==> src/rtl/ctrl_pkg.sv <==
// Shared types and encodings for the cpu_ctrl_fsm controller slice.
// Optional illegal-instruction trap: CTRL_ILLEGAL_TRAP_EN.
package ctrl_pkg;

    typedef enum logic [2:0] {
        ST_WAIT      = 3'd0,
        ST_DECODE    = 3'd1,
        ST_WRITE_IMM = 3'd2,
        ST_GET_A     = 3'd3,
        ST_GET_B     = 3'd4,
        ST_EXEC      = 3'd5,
        ST_WRITE_REG = 3'd6
`ifdef CTRL_ILLEGAL_TRAP_EN
        , ST_HALT    = 3'd7
`endif
    } state_e;

    localparam logic [2:0] OPC_MOV = 3'b110;
    localparam logic [2:0] OPC_ALU = 3'b101;

    localparam logic [1:0] OP_MOV_REG = 2'b00;
    localparam logic [1:0] OP_MOV_IMM = 2'b10;
    localparam logic [1:0] OP_ADD     = 2'b00;
    localparam logic [1:0] OP_CMP     = 2'b01;
    localparam logic [1:0] OP_AND     = 2'b10;
    localparam logic [1:0] OP_MVN     = 2'b11;

    localparam logic [2:0] NSEL_NONE = 3'b000;
    localparam logic [2:0] NSEL_RN   = 3'b001;
    localparam logic [2:0] NSEL_RD   = 3'b010;
    localparam logic [2:0] NSEL_RM   = 3'b100;

    localparam logic [1:0] VSEL_C    = 2'b00;
    localparam logic [1:0] VSEL_IMM8 = 2'b10;

    typedef struct packed {
        logic       w;
        logic [2:0] nsel;
        logic [1:0] vsel;
        logic       write;
        logic       loada;
        logic       loadb;
        logic       loadc;
        logic       loads;
        logic       asel;
        logic       bsel;
`ifdef CTRL_ILLEGAL_TRAP_EN
        logic       illegal;
`endif
    } ctrl_out_t;

    // Undefined encodings trap to HALT when the trap is built in, else fall back to WAIT.
    function automatic state_e dispatch(input logic [2:0] opcode, input logic [1:0] op);
        state_e nxt;
        case ({opcode, op})
            {OPC_MOV, OP_MOV_IMM}: nxt = ST_WRITE_IMM;
            {OPC_MOV, OP_MOV_REG}: nxt = ST_GET_B;
            {OPC_ALU, OP_MVN}:     nxt = ST_GET_B;
            {OPC_ALU, OP_ADD}:     nxt = ST_GET_A;
            {OPC_ALU, OP_CMP}:     nxt = ST_GET_A;
            {OPC_ALU, OP_AND}:     nxt = ST_GET_A;
`ifdef CTRL_ILLEGAL_TRAP_EN
            default:               nxt = ST_HALT;
`else
            default:               nxt = ST_WAIT;
`endif
        endcase
        return nxt;
    endfunction

    function automatic logic is_cmp(input logic [2:0] opcode, input logic [1:0] op);
        return (opcode == OPC_ALU) && (op == OP_CMP);
    endfunction

    // MOV-reg and MVN pass only the B operand through the ALU, so A is forced to zero.
    function automatic logic zero_a(input logic [2:0] opcode, input logic [1:0] op);
        return ((opcode == OPC_MOV) && (op == OP_MOV_REG)) ||
               ((opcode == OPC_ALU) && (op == OP_MVN));
    endfunction

endpackage

==> src/rtl/cpu_ctrl_fsm_if.sv <==
// Decoder/datapath control bundle; master is the controller, slave is the datapath side.
// Optional illegal flag present only with CTRL_ILLEGAL_TRAP_EN.
interface cpu_ctrl_fsm_if;
    logic       s;
    logic [2:0] opcode;
    logic [1:0] op;
    logic       w;
    logic [2:0] nsel;
    logic [1:0] vsel;
    logic       write;
    logic       loada;
    logic       loadb;
    logic       loadc;
    logic       loads;
    logic       asel;
    logic       bsel;
`ifdef CTRL_ILLEGAL_TRAP_EN
    logic       illegal;
`endif

    modport master (
        input  s, opcode, op,
        output w, nsel, vsel, write, loada, loadb, loadc, loads, asel, bsel
`ifdef CTRL_ILLEGAL_TRAP_EN
        , output illegal
`endif
    );

    modport slave (
        output s, opcode, op,
        input  w, nsel, vsel, write, loada, loadb, loadc, loads, asel, bsel
`ifdef CTRL_ILLEGAL_TRAP_EN
        , input illegal
`endif
    );
endinterface

==> src/rtl/ctrl_out_dec.sv <==
// Combinational Moore output decode: controller state (plus held opcode/op in EXEC) to strobes.
// HALT decode present only with CTRL_ILLEGAL_TRAP_EN.
module ctrl_out_dec
    import ctrl_pkg::*;
(
    input  state_e     state_i,
    input  logic [2:0] opcode_i,
    input  logic [1:0] op_i,
    output ctrl_out_t  out_o
);

    // Per-state strobe decode; everything idles low unless the state claims it.
    always_comb begin
        out_o = '0;
        case (state_i)
            ST_WAIT: begin
                out_o.w = 1'b1;
            end
            ST_DECODE: begin
                out_o.nsel = NSEL_NONE;
            end
            ST_WRITE_IMM: begin
                out_o.nsel  = NSEL_RN;
                out_o.vsel  = VSEL_IMM8;
                out_o.write = 1'b1;
            end
            ST_GET_A: begin
                out_o.nsel  = NSEL_RN;
                out_o.loada = 1'b1;
            end
            ST_GET_B: begin
                out_o.nsel  = NSEL_RM;
                out_o.loadb = 1'b1;
            end
            ST_EXEC: begin
                out_o.asel = zero_a(opcode_i, op_i);
                if (is_cmp(opcode_i, op_i)) begin
                    out_o.loads = 1'b1;
                end else begin
                    out_o.loadc = 1'b1;
                end
            end
            ST_WRITE_REG: begin
                out_o.nsel  = NSEL_RD;
                out_o.vsel  = VSEL_C;
                out_o.write = 1'b1;
            end
`ifdef CTRL_ILLEGAL_TRAP_EN
            ST_HALT: begin
                out_o.illegal = 1'b1;
            end
`endif
            default: begin
                out_o = '0;
            end
        endcase
    end

endmodule

==> src/rtl/cpu_ctrl_fsm.sv <==
// Instruction sequencer for the simple RISC datapath: one instruction per start pulse.
// Optional trap on undefined encodings: CTRL_ILLEGAL_TRAP_EN.
module cpu_ctrl_fsm
    import ctrl_pkg::*;
#(
    parameter int unsigned DEC_STALL = 0
) (
    input  logic           clk,
    input  logic           reset,
    cpu_ctrl_fsm_if.master bus
);

    localparam logic [1:0] STALL_MAX = 2'(DEC_STALL);

    state_e    state_q, state_d;
    logic [1:0] stall_q, stall_d;
    ctrl_out_t out_s;

    // State and decode-stall counter registers.
    always_ff @(posedge clk or posedge reset) begin
        if (reset) begin
            state_q <= ST_WAIT;
            stall_q <= 2'd0;
        end else begin
            state_q <= state_d;
            stall_q <= stall_d;
        end
    end

    // Next-state logic; opcode/op are trusted stable for the whole instruction.
    always_comb begin
        state_d = state_q;
        stall_d = stall_q;
        case (state_q)
            ST_WAIT: begin
                if (bus.s) begin
                    state_d = ST_DECODE;
                end else begin
                    state_d = ST_WAIT;
                end
            end
            ST_DECODE: begin
                if (stall_q != STALL_MAX) begin
                    stall_d = stall_q + 2'd1;
                end else begin
                    stall_d = 2'd0;
                    state_d = dispatch(bus.opcode, bus.op);
                end
            end
            ST_WRITE_IMM: state_d = ST_WAIT;
            ST_GET_A:     state_d = ST_GET_B;
            ST_GET_B:     state_d = ST_EXEC;
            ST_EXEC: begin
                if (is_cmp(bus.opcode, bus.op)) begin
                    state_d = ST_WAIT;
                end else begin
                    state_d = ST_WRITE_REG;
                end
            end
            ST_WRITE_REG: state_d = ST_WAIT;
`ifdef CTRL_ILLEGAL_TRAP_EN
            ST_HALT:      state_d = ST_HALT;
`endif
            default: begin
                state_d = ST_WAIT;
                stall_d = 2'd0;
            end
        endcase
    end

    ctrl_out_dec u_out_dec (
        .state_i  (state_q),
        .opcode_i (bus.opcode),
        .op_i     (bus.op),
        .out_o    (out_s)
    );

    assign bus.w     = out_s.w;
    assign bus.nsel  = out_s.nsel;
    assign bus.vsel  = out_s.vsel;
    assign bus.write = out_s.write;
    assign bus.loada = out_s.loada;
    assign bus.loadb = out_s.loadb;
    assign bus.loadc = out_s.loadc;
    assign bus.loads = out_s.loads;
    assign bus.asel  = out_s.asel;
    assign bus.bsel  = out_s.bsel;
`ifdef CTRL_ILLEGAL_TRAP_EN
    assign bus.illegal = out_s.illegal;
`endif

endmodule

==> src/flat_wrapper.sv <==
// flat-port wrapper written by rule: the top's interface ports become plain ports
module cpu_ctrl_fsm_flat import ctrl_pkg::*;
#(
    parameter int unsigned DEC_STALL = 0
)
  (clk, reset, bus_s, bus_opcode, bus_op, bus_w, bus_nsel, bus_vsel, bus_write, bus_loada, bus_loadb, bus_loadc, bus_loads, bus_asel, bus_bsel);
  cpu_ctrl_fsm_if bus_i ();
  input  logic clk;
  input  logic reset;
  input wire logic [$bits(bus_i.s)-1:0] bus_s;
  input wire logic [$bits(bus_i.opcode)-1:0] bus_opcode;
  input wire logic [$bits(bus_i.op)-1:0] bus_op;
  output wire logic [$bits(bus_i.w)-1:0] bus_w;
  output wire logic [$bits(bus_i.nsel)-1:0] bus_nsel;
  output wire logic [$bits(bus_i.vsel)-1:0] bus_vsel;
  output wire logic [$bits(bus_i.write)-1:0] bus_write;
  output wire logic [$bits(bus_i.loada)-1:0] bus_loada;
  output wire logic [$bits(bus_i.loadb)-1:0] bus_loadb;
  output wire logic [$bits(bus_i.loadc)-1:0] bus_loadc;
  output wire logic [$bits(bus_i.loads)-1:0] bus_loads;
  output wire logic [$bits(bus_i.asel)-1:0] bus_asel;
  output wire logic [$bits(bus_i.bsel)-1:0] bus_bsel;
  assign bus_i.s = bus_s;
  assign bus_i.opcode = bus_opcode;
  assign bus_i.op = bus_op;
  assign bus_w = bus_i.w;
  assign bus_nsel = bus_i.nsel;
  assign bus_vsel = bus_i.vsel;
  assign bus_write = bus_i.write;
  assign bus_loada = bus_i.loada;
  assign bus_loadb = bus_i.loadb;
  assign bus_loadc = bus_i.loadc;
  assign bus_loads = bus_i.loads;
  assign bus_asel = bus_i.asel;
  assign bus_bsel = bus_i.bsel;
  cpu_ctrl_fsm #(.DEC_STALL(DEC_STALL)) u_core (.clk(clk), .reset(reset), .bus(bus_i));
endmodule
==> config.mk <==
export PLATFORM = sky130hd
export DESIGN_NAME = cpu_ctrl_fsm_flat
export DESIGN_NICKNAME = d
export VERILOG_FILES = /design/src/rtl/ctrl_pkg.sv /design/src/rtl/cpu_ctrl_fsm_if.sv /design/src/rtl/ctrl_out_dec.sv /design/src/rtl/cpu_ctrl_fsm.sv /design/src/flat_wrapper.sv
export SDC_FILE = /design/constraint.sdc
export NUM_CORES = 1
export LEC_CHECK = 0
export CELL_PAD_IN_SITES_DETAIL_PLACEMENT = 0
export CELL_PAD_IN_SITES_GLOBAL_PLACEMENT = 1
export CORE_UTILIZATION = 26
export CTS_BUF_LIST = sky130_fd_sc_hd__clkbuf_8
export DETAILED_ROUTE_END_ITERATION = 8
export PLACE_DENSITY_LB_ADDON = 0.1
export SYNTH_ARGS = -nofsm -noshare
export SYNTH_HDL_FRONTEND = slang
export SYNTH_SLANG_ARGS = --single-unit
==> constraint.sdc <==
create_clock -name clk -period 1.1 [get_ports clk]
set_clock_uncertainty 0.05 [all_clocks]
set_input_delay 0.11 -clock clk [delete_from_list [all_inputs] [get_ports clk]]
set_output_delay 0.11 -clock clk [all_outputs]
set_load 0.1 [all_outputs]
# Yosys cells after proc, flatten, opt, wreduce, memory -nomap -nowiden

Cells that the tools add are included.

Flip-flop bits (word level): 5
Input port bits: 8

Add/sub/neg operators: 1
Equal/unequal tests: 17
Muxes and demuxes: 15
Reduce and logical (&&, ||, !) cells: 11

Operators with widths:

| kind                                                                   | count |
|---|---|
| 5-bit equality test (second input constant)                            | 6 |
| 3-bit case mux with 3 select lines                                     | 2 |
| 3-bit equality test (second input constant)                            | 5 |
| 3-bit case mux with 5 select lines                                     | 1 |
| 3-bit 2-to-1 mux                                                       | 3 |
| 3-bit by 2-bit equality test with 1-bit output (second input constant) | 2 |
| 1-bit 2-to-1 mux                                                       | 6 |
| 3-bit case mux with 2 select lines                                     | 1 |
| 6-bit OR reduction                                                     | 1 |
| 2-bit case mux with 2 select lines                                     | 1 |
| 2-bit OR reduction                                                     | 2 |
| 3-bit by 1-bit equality test with 1-bit output (second input constant) | 1 |
| 1-bit logical AND                                                      | 3 |
| 3-bit logical NOT                                                      | 1 |
| 3-bit OR reduction                                                     | 1 |
| 2-bit by 1-bit adder with 2-bit output (second input constant)         | 1 |
| 2-bit by 1-bit equality test with 1-bit output (second input constant) | 1 |
| 2-bit equality test (second input constant)                            | 1 |
| 2-bit logical NOT                                                      | 1 |
| 2-bit 2-to-1 mux                                                       | 1 |
| 2-bit inequality test (second input constant)                          | 1 |
| 2-bit nonzero test                                                     | 1 |
| 1-bit logical OR                                                       | 1 |

# Longest topological paths before layout

Gate-level depths: netlist of run 1.

Depth in word-level cells: 5
Gate-level depth with buffers: 4
Mapped depth without buffers: 4

# By module

Synthesis of run 1 repeated with hierarchy kept, for this count alone.

Cell total of the unflattened synthesis: 59
Area, all modules: 486.7 µm²

By module, submodules not included:

| module       | times used | cells an instance | area each (µm²) | sequential area each (µm²) |
|---|---|---|---|---|
| cpu_ctrl_fsm | 1          | 40                | 347.8           | 125.1 |
| ctrl_out_dec | 1          | 19                | 138.9           | 0.0 |

# Worst setup path after synthesis of run 1

Ideal clock, no wire load.

Path kind: flip-flop to output port
From: reg u_core.state_q[0]
To: out bus_nsel[2]
Data arrival time: 3.178 ns
Path slack: -2.238 ns
Stages on the path, launching flop included: 4
Cell sequence: dfrtp_1 -> buf_2 -> nor3_1 -> buf_4

Longest elaborated chain between the ends: 3

RTL lines:

| what                                           | line               | source |
|---|---|---|
| start: declaration                             | cpu_ctrl_fsm.sv:15 | `state_e state_q, state_d;` |
| start signal: assignment                       | cpu_ctrl_fsm.sv:25 | `state_q <= state_d;` |
| 3-bit by 2-bit equality test with 1-bit output | ctrl_out_dec.sv:15 | `case (state_i)` |
| 2-bit OR reduction (no line)                   | --                 |  |
| 3-bit case mux with 3 select lines *           | ctrl_out_dec.sv:15 |  |
| end: declaration                               | flat_wrapper.sv:14 | `output wire logic [$bits(bus_i.nsel)-1:0] bus_nsel;` |

Every way passes the cells marked *; elsewhere a longest branch is shown, timed or not.

# Final worst setup path of run 1

From: reg u_core.state_q[1]
To: out bus_loads

Longest elaborated chain between the ends: 2

RTL lines:

| what                | line               | source |
|---|---|---|
| 3-bit equality test | ctrl_out_dec.sv:15 |  |
| 3-bit 2-to-1 mux    | ctrl_out_dec.sv:15 |  |
| end: declaration    | flat_wrapper.sv:20 | `output wire logic [$bits(bus_i.loads)-1:0] bus_loads;` |

No other way between the ends.

==> results of run 1 <==
synth_stat cells:
master	number
conb_1	1
and4b_1	1
inv_1	4
buf_4	3
o311ai_1	1
nor2_1	3
xor2_1	1
o21ai_0	1
o211ai_1	1
nor3_1	3
nor3b_1	1
o2bb2ai_1	2
and2_1	3
or2_1	1
o21ai_1	1
a211oi_1	1
nor4b_2	1
a41oi_1	1
a21oi_1	2
nor2b_2	1
nand2_1	4
a22oi_1	2
nand4b_1	2
and2b_1	1
buf_2	3
a31oi_1	1
dfrtp_1	5
ha_1	2
o2111a_1	1
nor2b_1	2
sequential cells by signal (all words and copies together) (netlist names):
signal and flops:
u_core.stall_q 2, u_core.state_q 3
metal layers:
| layer | vias up | track usage, % | share of wire, % |
|---|---|---|---|
| met5 | - | 0 | 0 |
| met4 | 0 | 9.09 | 1.4 |
| met3 | 4 | 3.67 | 4.3 |
| met2 | 17 | 29.7 | 51 |
| met1 | 274 | 23.5 | 43 |
| li1 | 277 | - | - |
what timing repair did:
action / CTS / global route
endpoints found under the setup margin: 16 / 16
setup buffers: 6 / 1
hold buffers: 0 / 0
gates resized for setup: 22 / 13
pin swaps: 11 / 6
worst max-delay path: stages, from the launching register on:
cell and delay (ns):
dfrtp_1 0.37, and2b_2 0.27, nand2_4 0.08, nor3_4 0.16
buf_12 0.20
report_power, final:
| group | switching [mW] | leakage, nW | internal (mW) |
|---|---|---|---|
| sequential | 0.0621 | 0.0657 | 0.235 |
| clock | 0.101 | 0.0269 | 0.240 |
| combinational | 1.41 | 0.413 | 1.06 |
| total | 1.57 | 0.505 | 1.54 |
logic make-up after synthesis:
group	after synthesis	share of synthesized area (%)
buffers and inverters	10	11.3
other	1	0.810
AO/OA/AOI/OAI	14	22.2
flip-flops	5	27.0
AND/OR/NAND/NOR	23	31.4
XOR/XNOR	1	1.89
adder cells (fa/ha/maj)	2	5.40
metrics by stage:
stage,util (%),cell area (sq um)
final,73.2,1150
after detailed placement,60.6,955
after CTS,69.0,1090
after global placement,60.6,955
after floorplan,-,569
after global routing,73.2,1150
layout make-up:
cell class / count / area, sq um / area share [%]
clock inverters: 1 / 3.75 / 0.325
inverters: 4 / 15.0 / 1.30
clock buffers: 3 / 41.3 / 3.58
multi-input cells: 42 / 448 / 38.8
well taps: 16 / 20.0 / 1.74
repair buffers: 42 / 499 / 43.3
flip-flops and latches: 5 / 126 / 11.0
worst min-delay path by stage:
stage	startpoint	end	slack, ns	cells after the start
2_1_floorplan	reset	u_core.stall_q[0]$_DFFE_PP0N_	-0.16	1
3_3_place_gp	reset	u_core.state_q[0]$_DFFE_PP0P_	0.27	2
3_5_place_dp	reset	u_core.state_q[0]$_DFFE_PP0P_	0.27	2
4_1_cts	reset	u_core.state_q[0]$_DFFE_PP0P_	0.05	2
5_1_grt	reset	u_core.state_q[0]$_DFFE_PP0P_	0.07	2
6_report	reset	u_core.state_q[0]$_DFFE_PP0P_	0.04	2
==> results_dict.tcl, run 1 <==
set metrics [dict create \
    status "finished with violations" \
    violations "setup timing" \
    io_pins 21 \
    end_kind "output port" \
    drtIter0Drc 5 \
    h-tree-depth 1 \
    port_buffers 18 \
    place_inst 102 \
    die_w_um 44.2 \
    grt_overflow_total 0 \
    cts-root-buf "clkbuf_8" \
    arrival_ns 1.31 \
    setup_viol 16 \
    yosysSeqAreaShare_pct 27.0 \
    area_growth_pct 149 \
    die-area_sq_um 1950 \
    grt_pass1_wl_um 2560 \
    reg2reg_slack_ns -0.27 \
    rsz0062_at_grt "true" \
    timing.rr.end "u_core.state_q[0]$_DFFE_PP0P_" \
    hold_slack_ns 0.0370 \
    setup-tns-final_ns -4.20 \
    dpl_worst_slack_ns -0.452 \
    required_ns 0.94 \
    antenna_cells 0 \
    r2r_cells 6 \
    final_nets 108 \
    yosysUniqueCellTypes 30 \
    cts_buffer_depth 2 \
    pwr_density_cell_nw_per_um2 2700 \
    synth_area_leaders "dfrtp_1, ha_1, buf_4, and2_1, nand4b_1" \
    power.leakage_nw 0.505 \
    drtPass1Iterations 4 \
    routedWlPerCell_um 13.6 \
    fillers 105 \
    power_mw 3.11 \
    antenna_found_initial 0 \
    slew_viol_final 0 \
    grt_usage_pct 18.5 \
    layout_commonest_cell "buf_4" \
    period_share_pct 133 \
    routed_wl_um 1540 \
    gp_congestion 0.775 \
    worstReg2RegStart "u_core.state_q[0]$_DFFE_PP0P_" \
    cts_made_buffers 3 \
    insertion_delay_ns 0.23 \
    hold_class "primary input to asynchronous set/reset pin" \
    netlist.area_leader.share_pct 27.0 \
    drc 0 \
    critPathCapture "bus_loads" \
    core-area_sq_um 1580 \
    dr_total_vias 572 \
    grt_max_degree 11 \
    die_height_um 44.2 \
    drive_gt1_share_pct 71.1 \
    antenna_left 0 \
    fin_ws_ns -0.366 \
    max_freq_mhz 682 \
    yosys.area.top_type "dfrtp_1" \
    crit_fanout 3 \
    synth_area_sq_um 463 \
    clock-sinks 5 \
    yosys_warnings 0 \
    clk_pin_slew_worst_paths_ns 0.04 \
    max_cap_viol_count 0 \
    synth-seq-cells 5 \
    period_minus_slack_ns 1.47 \
    layout_common_cells "buf_4, buf_12, buf_6" \
    routed_via_density 5.06 \
    cts_tree "done" \
    crit_type "flip-flop to output port" \
    dp_hpwl_um 1050 \
    syn_inst 56 \
    synth_area_per_cell_sq_um 8.27 \
    cp-start-kind "flip-flop" \
    grt_pass1_vias 540 \
    peakVddDrop_v 0.00145 \
    core.rowCount 14 \
    hold_viol_final 0 \
    initial_core_util_pct 29.4 \
    timing.critical_path.from "u_core.state_q[1]$_DFFE_PP0P_" \
    final_cells 113 \
]
No activity file was read; power rests on OpenSTA's default activity.
==> inputs of run 2 (changes only) <==
--- a/config.mk
+++ b/config.mk
@@ -11,6 +11,7 @@
 export CTS_BUF_LIST = sky130_fd_sc_hd__clkbuf_8
 export DETAILED_ROUTE_END_ITERATION = 8
 export PLACE_DENSITY_LB_ADDON = 0.1
+export SLEW_MARGIN = 20
 export SYNTH_ARGS = -nofsm -noshare
 export SYNTH_HDL_FRONTEND = slang
 export SYNTH_SLANG_ARGS = --single-unit
==> results of run 2 <==
Same layout as run 1: the final DEF is identical, and so are final timing and power.
